File: config.mk
export PLATFORM = sky130hd
export DESIGN_NAME = quiz_scorekeeper
export DESIGN_NICKNAME = d
export VERILOG_FILES = /design/src/rtl/quiz_scorekeeper_pkg.sv /design/src/rtl/quiz_scorekeeper_arbiter.sv /design/src/rtl/quiz_scorekeeper.sv
export SDC_FILE = /design/constraint.sdc
export NUM_CORES = 1
export LEC_CHECK = 0
export BUFFER_PORTS_ARGS = -buffer_cell sky130_fd_sc_hd__buf_2
export CELL_PAD_IN_SITES_DETAIL_PLACEMENT = 2
export CELL_PAD_IN_SITES_GLOBAL_PLACEMENT = 2
export CORE_MARGIN = 5
export CORE_UTILIZATION = 41
export CTS_CLUSTER_DIAMETER = 100
export DETAILED_ROUTE_END_ITERATION = 10
export GPL_ROUTABILITY_DRIVEN = 0
export PLACE_DENSITY_LB_ADDON = 0.1
export SETUP_SLACK_MARGIN = 0.2
export SLEW_MARGIN = 20
export SYNTH_ARGS = -nofsm -noshare
export SYNTH_HDL_FRONTEND = slang
export SYNTH_SLANG_ARGS = --single-unit
File: constraint.sdc
create_clock -name clk -period 3.5 [get_ports clk]
set_clock_uncertainty 0.05 [all_clocks]
set_input_delay 0.525 -clock clk [delete_from_list [all_inputs] [get_ports clk]]
set_output_delay 0.525 -clock clk [all_outputs]
set_load 0.005 [all_outputs]
File: src/rtl/quiz_scorekeeper_pkg.sv
// quiz_scorekeeper_pkg: shared state encoding, sizes and defaults for the
// quiz scorekeeper and its buzzer arbiter.
package quiz_scorekeeper_pkg;

  localparam int PLAYER_N          = 4;
  localparam int MARK_W            = 4;
  localparam int DEF_MAX_MARK      = 10;
  localparam int DEF_ANSWER_CYCLES = 500000000;

  typedef enum logic [1:0] {
    IDLE      = 2'd0,
    ARMED     = 2'd1,
    LOCKED    = 2'd2,
    GAME_OVER = 2'd3
  } qs_state_t;

  typedef logic [PLAYER_N-1:0] player_vec_t;

  // Increment a mark, pinning it at the winning score.
  function automatic logic [MARK_W-1:0] mark_inc_sat(input logic [MARK_W-1:0] m,
                                                     input logic [MARK_W-1:0] max_m);
    return (m >= max_m) ? max_m : MARK_W'(m + 1'b1);
  endfunction

endpackage

File: src/rtl/quiz_scorekeeper_arbiter.sv
// buzz_priority_arbiter: combinational lowest-index one-hot picker.
// A lane is granted when it requests and no lower lane requests, so ties
// always favour player one.
module buzz_priority_arbiter #(
  parameter int N = 4
) (
  input  logic [N-1:0] req,
  output logic [N-1:0] grant
);

  // blocked[i] is high when any lane below i is requesting
  logic [N:0] blocked;

  assign blocked[0] = 1'b0;

  for (genvar i = 0; i < N; i++) begin : g_lane
    assign grant[i]     = req[i] & ~blocked[i];
    assign blocked[i+1] = blocked[i] | req[i];
  end

endmodule

File: src/rtl/quiz_scorekeeper.sv
// quiz_scorekeeper: buzzer arbitration, question/answer FSM and per-player
// marks feeding the seven-segment display stage.
// Optional build macro FALSE_START_PENALTY_EN: buzzing while IDLE locks that
// player out of the next question.
module quiz_scorekeeper
  import quiz_scorekeeper_pkg::*;
#(
  parameter int MAX_MARK      = DEF_MAX_MARK,
  parameter int ANSWER_CYCLES = DEF_ANSWER_CYCLES,
  parameter int CNT_W         = 32
) (
  input  logic       clk,
  input  logic       rst,
  input  logic [3:0] buzz,
  input  logic       start,
  input  logic       judge_ok,
  input  logic       judge_ng,
  input  logic       new_game,
  output logic [3:0] answer,
  output logic [3:0] mark_one,
  output logic [3:0] mark_two,
  output logic [3:0] mark_three,
  output logic [3:0] mark_four,
  output logic       armed,
  output logic [3:0] winner
);

  localparam logic [MARK_W-1:0] MAX_M   = MARK_W'(MAX_MARK);
  localparam logic [CNT_W-1:0]  T_LAST  = CNT_W'(ANSWER_CYCLES - 1);

  qs_state_t                            state, state_n;
  logic [PLAYER_N-1:0][MARK_W-1:0]      marks, marks_n;
  player_vec_t                          excluded, excluded_n;
  player_vec_t                          answer_n, winner_n;
  player_vec_t                          eligible, grant;
  logic [CNT_W-1:0]                     timer, timer_n;
  logic                                 start_q, ok_q, ng_q;
  logic                                 start_e, ok_e, ng_e;
  logic                                 timeout, win_hit;
`ifdef FALSE_START_PENALTY_EN
  player_vec_t                          fs_flags, fs_flags_n, fs_load;
`endif

  // Input edge history for the host strobes
  always_ff @(posedge clk or posedge rst) begin
    if (rst) begin
      start_q <= 1'b0;
      ok_q    <= 1'b0;
      ng_q    <= 1'b0;
    end else begin
      start_q <= start;
      ok_q    <= judge_ok;
      ng_q    <= judge_ng;
    end
  end

  assign start_e = start    & ~start_q;
  assign ok_e    = judge_ok & ~ok_q;
  assign ng_e    = judge_ng & ~ng_q;
  assign timeout = (timer == T_LAST);

  assign eligible = buzz & ~excluded;

  buzz_priority_arbiter #(.N(PLAYER_N)) u_arb (
    .req   (eligible),
    .grant (grant)
  );

  // State and datapath registers; reset aborts any open answer untouched
  always_ff @(posedge clk or posedge rst) begin
    if (rst) begin
      state    <= IDLE;
      answer   <= '0;
      winner   <= '0;
      excluded <= '0;
      marks    <= '0;
      timer    <= '0;
    end else begin
      state    <= state_n;
      answer   <= answer_n;
      winner   <= winner_n;
      excluded <= excluded_n;
      marks    <= marks_n;
      timer    <= timer_n;
    end
  end

`ifdef FALSE_START_PENALTY_EN
  // False-start flags collected while the question is not yet open
  always_ff @(posedge clk or posedge rst) begin
    if (rst) fs_flags <= '0;
    else     fs_flags <= fs_flags_n;
  end

  // A buzz in the same cycle as start still counts as a false start
  assign fs_load = fs_flags | buzz;
`endif

  // Next-state and datapath update; new_game overrides every state
  always_comb begin
    state_n    = state;
    answer_n   = answer;
    winner_n   = winner;
    excluded_n = excluded;
    marks_n    = marks;
    timer_n    = timer;
    win_hit    = 1'b0;
`ifdef FALSE_START_PENALTY_EN
    fs_flags_n = fs_flags;
`endif
    if (new_game) begin
      state_n    = IDLE;
      answer_n   = '0;
      winner_n   = '0;
      excluded_n = '0;
      marks_n    = '0;
      timer_n    = '0;
`ifdef FALSE_START_PENALTY_EN
      fs_flags_n = '0;
`endif
    end else begin
      case (state)
        IDLE: begin
`ifdef FALSE_START_PENALTY_EN
          fs_flags_n = fs_load;
          if (start_e) begin
            fs_flags_n = '0;
            // With everyone flagged there is nobody left to answer
            if (!(&fs_load)) begin
              state_n    = ARMED;
              answer_n   = '0;
              excluded_n = fs_load;
            end
          end
`else
          if (start_e) begin
            state_n    = ARMED;
            answer_n   = '0;
            excluded_n = '0;
          end
`endif
        end
        ARMED: begin
          if (|grant) begin
            answer_n = grant;
            timer_n  = '0;
            state_n  = LOCKED;
          end
        end
        LOCKED: begin
          timer_n = timer + 1'b1;
          if (ok_e && !ng_e) begin
            for (int i = 0; i < PLAYER_N; i++) begin
              if (answer[i]) begin
                marks_n[i] = mark_inc_sat(marks[i], MAX_M);
                if (marks_n[i] == MAX_M) win_hit = 1'b1;
              end
            end
            if (win_hit) begin
              winner_n = answer;
              state_n  = GAME_OVER;
            end else begin
              state_n  = IDLE;
            end
          end else if ((ng_e && !ok_e) || timeout) begin
            // Wrong or silent: lock this player out and reopen to the rest.
            // Once everyone has failed, keep the last answerer on display.
            excluded_n = excluded | answer;
            if (&excluded_n) begin
              state_n = IDLE;
            end else begin
              answer_n = '0;
              state_n  = ARMED;
            end
          end
        end
        GAME_OVER: ;
        default: state_n = IDLE;
      endcase
    end
  end

  assign armed      = (state == ARMED);
  assign mark_one   = marks[0];
  assign mark_two   = marks[1];
  assign mark_three = marks[2];
  assign mark_four  = marks[3];

endmodule
==> flow_metrics.tcl <==
set metrics [dict create \
    grt_first_pass_wirelength_um 20100 \
    netlist_instances 406 \
    synth_edf_count 0 \
    start_kind "flip-flop" \
    clock_sink_count 65 \
    synth_flop_cell "sky130_fd_sc_hd__dfrtp_1" \
    first_iter_violations 128 \
    path_class "flip-flop to flip-flop" \
    area_growth_syn_to_layout_pct 12.6 \
    avgRoutedWirePerCell_um 21.6 \
    detailedPlacementHpwl_um 8540 \
    cts.repair_timing.setup_buffer_count 0 \
    fin_area_um2 4320 \
    count_of_state_elements_after_synthesis 65 \
    async_flop_share_pct 100 \
    yosys-top-cells-area "sky130_fd_sc_hd__dfrtp_1 42%, sky130_fd_sc_hd__o21ai_0 4.6%, sky130_fd_sc_hd__ha_1 3.9%" \
    power-per-cell-area_nw_per_um2 437 \
    setup_total_negative_slack_ns 0 \
    fmaxAchievable_ghz 0.376 \
    grt_max_degree 66 \
    crit_start "state[0]$_DFFE_PP0P_" \
    synthXorXnorAreaFrac_pct 2.05 \
    die_width_um 107 \
    synth-simple-area-share_pct 24.4 \
    vias_per_cell 6.25 \
    wl_um 12000 \
    top_count_cell_post_synth "sky130_fd_sc_hd__dfrtp_1" \
    yosysWarnings 0 \
    cts.htree.levels 3 \
    synth-compound-area-share_pct 21.4 \
    synth_seq_area_share_pct 42.4 \
    slew_viol_final 0 \
    design.final.nets 463 \
    cell_rows 35 \
    switching_power_uw 604 \
    cp.buffers_inverters 1 \
    cp_endpoint_kind "flip-flop" \
    timing.critical_path.slowest_cell_delay_ns 0.64 \
    post_layout_nonfiller_instances 556 \
    total_gr_overflow 0 \
    timing.max_cap.violations 0 \
    worst-r2r-setup-slack_ns 0.84 \
    period_needed_ns 2.66 \
    synth_mux_area_share_pct 2.77 \
    r2r-end "timer[14]$_DFFE_PP0P_" \
    placed_cells 541 \
    setup-violations-final 0 \
    worst-endpoint-arrival_ns 2.89 \
    layout_setup_ws_ns 0.841 \
    tightest_slew_ns 1.09 \
    rr_worst_depth 6 \
    antenna-diode-count 0 \
    dieHeight_um 107 \
    largest_family_of_logic_cells_by_synthesized_area "simple AND/OR/NAND/NOR gates" \
    design.portCount 35 \
    post-route-util_pct 47.0 \
    hp-class "primary input to flip-flop" \
    status "finished clean" \
    placed_area_um2 4100 \
    post-synth-top-area-cell "sky130_fd_sc_hd__dfrtp_1" \
    critical_path.reg2reg.startpoint "state[0]$_DFFE_PP0P_" \
    drtAntennaViolNets 0 \
    peakVddDrop_uv 146 \
    drc_errors 0 \
    synth_fp_nets 428 \
    critical_path.cell_chain "inv_1 -> ha_1 -> or3_2 -> o21ai_1 -> or4_1 -> a21oi_1" \
    floorplan.die_area_um2 11400 \
    cts_hold_buffers 0 \
    cts_tree "done" \
    first_pass_iters 4 \
    cellInternalPower_uw 1280 \
    cell_at_the_root_of_the_clock_tree "sky130_fd_sc_hd__clkbuf_8" \
    leakage_uw 0.00189 \
    synth_area_per_cell_um2 9.45 \
    synth_top_cells_by_count "65 x sky130_fd_sc_hd__dfrtp_1, 35 x sky130_fd_sc_hd__nand2_1, 35 x sky130_fd_sc_hd__o21ai_0" \
    comb_power_share_pct 18.8 \
    holdPathStages 1 \
    track_usage_pct 22.5 \
    yosys.area.top_type_share_pct 42.4 \
    cpLargestDelayFamily "simple AND/OR/NAND/NOR gates" \
    critical_path_rt_ns 3.73 \
    cts.path.max_buffers 2 \
    post_synth_fa_ha_maj_area_fraction_pct 3.91 \
    netSwitchingFraction_pct 32.0 \
    report.final.hold_viol_count 0 \
    final_layout_size_suffix_gt1_share_pct 17.8 \
    setup_repair_after_global_routing_missed_its_margin "false" \
    initial_core_util_pct 41.7 \
    fin_crit_sh_pct 76.0 \
    clkTransAtPathRegs_ns 0.08 \
    crit_cells 6 \
    dp_slack_ns 0.815 \
    portBuffers 34 \
    pwr-share-seq_pct 42.5 \
    post_synth_instance_area_um2 3840 \
    via_count 3477 \
    worst_path_max_fanout 16 \
    cts_resized 0 \
    slew-limit-headroom_pct 27.2 \
    insertion_delay_ns 0.36 \
    first_global_vias 3852 \
    core_area_um2 9200 \
    pwr-share-clk_pct 38.7 \
    grt_antenna_before_repair 0 \
    endpoint "timer[14]$_DFFE_PP0P_" \
    synth_cell_type_count 60 \
    numCtsBuffers 9 \
    critical-path-slowest-cell "sky130_fd_sc_hd__or4_1" \
]
==> power groups by stage <==
stage	clock (uW)	sequential (uW)	combinational [uW]
2_1_floorplan	0	806	245
3_3_place_gp	0	815	340
3_5_place_dp	0	817	348
4_1_cts	742	803	359
5_1_grt	782	807	390
6_report	729	802	355
==> per-stage QoR <==
step / total power [uW] / hold WS, ns
2_1_floorplan: 1050 / 0.441
3_3_place_gp: 1150 / 0.459
3_5_place_dp: 1170 / 0.468
4_1_cts: 1900 / 0.240
5_1_grt: 1980 / 0.246
6_report: 1890 / 0.249
==> worst reg2reg max path, cell delays in order (launching register included) <==
cell and delay [ns]:
sky130_fd_sc_hd__dfrtp_1 0.40, sky130_fd_sc_hd__inv_1 0.10, sky130_fd_sc_hd__ha_1 0.50, sky130_fd_sc_hd__or3_2 0.32, sky130_fd_sc_hd__o21ai_1 0.40, sky130_fd_sc_hd__or4_1 0.64
sky130_fd_sc_hd__a21oi_1 0.18
==> logic make-up after synthesis <==
group / Yosys count
fa+ha+maj: 12
flops: 65
simple gates: 159
buf+inv: 26
compound gates: 125
mux: 10
xor+xnor: 9
==> how the worst min path moves through the flow <==
stage	from	slack [ns]	to
CTS	judge_ok	0.24	ok_q$_DFF_PP0_
global route	judge_ok	0.25	ok_q$_DFF_PP0_
global placement	winner[0]$_DFFE_PP0P_	0.46	winner[0]$_DFFE_PP0P_
detailed placement	excluded[2]$_DFFE_PP0P_	0.47	excluded[2]$_DFFE_PP0P_
finish	judge_ok	0.25	ok_q$_DFF_PP0_
floorplan	excluded[0]$_DFFE_PP0P_	0.44	excluded[0]$_DFFE_PP0P_
==> state kept, by name, summed over array words and instances (netlist names) <==
register,count
winner,4
excluded,4
mark_three,4
ok_q,1
ng_q,1
mark_one,4
mark_two,4
state,2
timer,32
answer,4
start_q,1
mark_four,4
==> per-layer routing <==
metal  wire [um]  share of wire (%)  up-vias  track usage [%]
li1            -                  -     1613                -
met1        5820                 48     1802             30.0
met2        5760                 48       48             37.5
met3         241                2.0       14             3.25
met4         189                1.6        0             7.40
met5           0                  0        -                0
==> cell usage in the layout (no fill, tap or decap), types with 11 or more instances in the layout <==
cell type,n
sky130_fd_sc_hd__dfrtp_1,65
sky130_fd_sc_hd__and3_1,12
sky130_fd_sc_hd__o21ai_0,35
sky130_fd_sc_hd__inv_1,11
sky130_fd_sc_hd__a21oi_1,26
sky130_fd_sc_hd__nand3_1,16
sky130_fd_sc_hd__or3_1,15
sky130_fd_sc_hd__buf_2,34
sky130_fd_sc_hd__nand2_1,35
sky130_fd_sc_hd__ha_1,12
sky130_fd_sc_hd__nor2_1,20
==> final cells by class <==
cell class	count	area (um2)
Multi-Input combinational cell	315	2090
Tap cell	111	139
Sequential cell	65	1630
Fill cell	1019	4880
Clock inverter	6	92.6
Inverter	12	45.0
Clock buffer	9	124
Timing Repair Buffer	38	200
No activity file was read; power rests on OpenSTA's default activity.
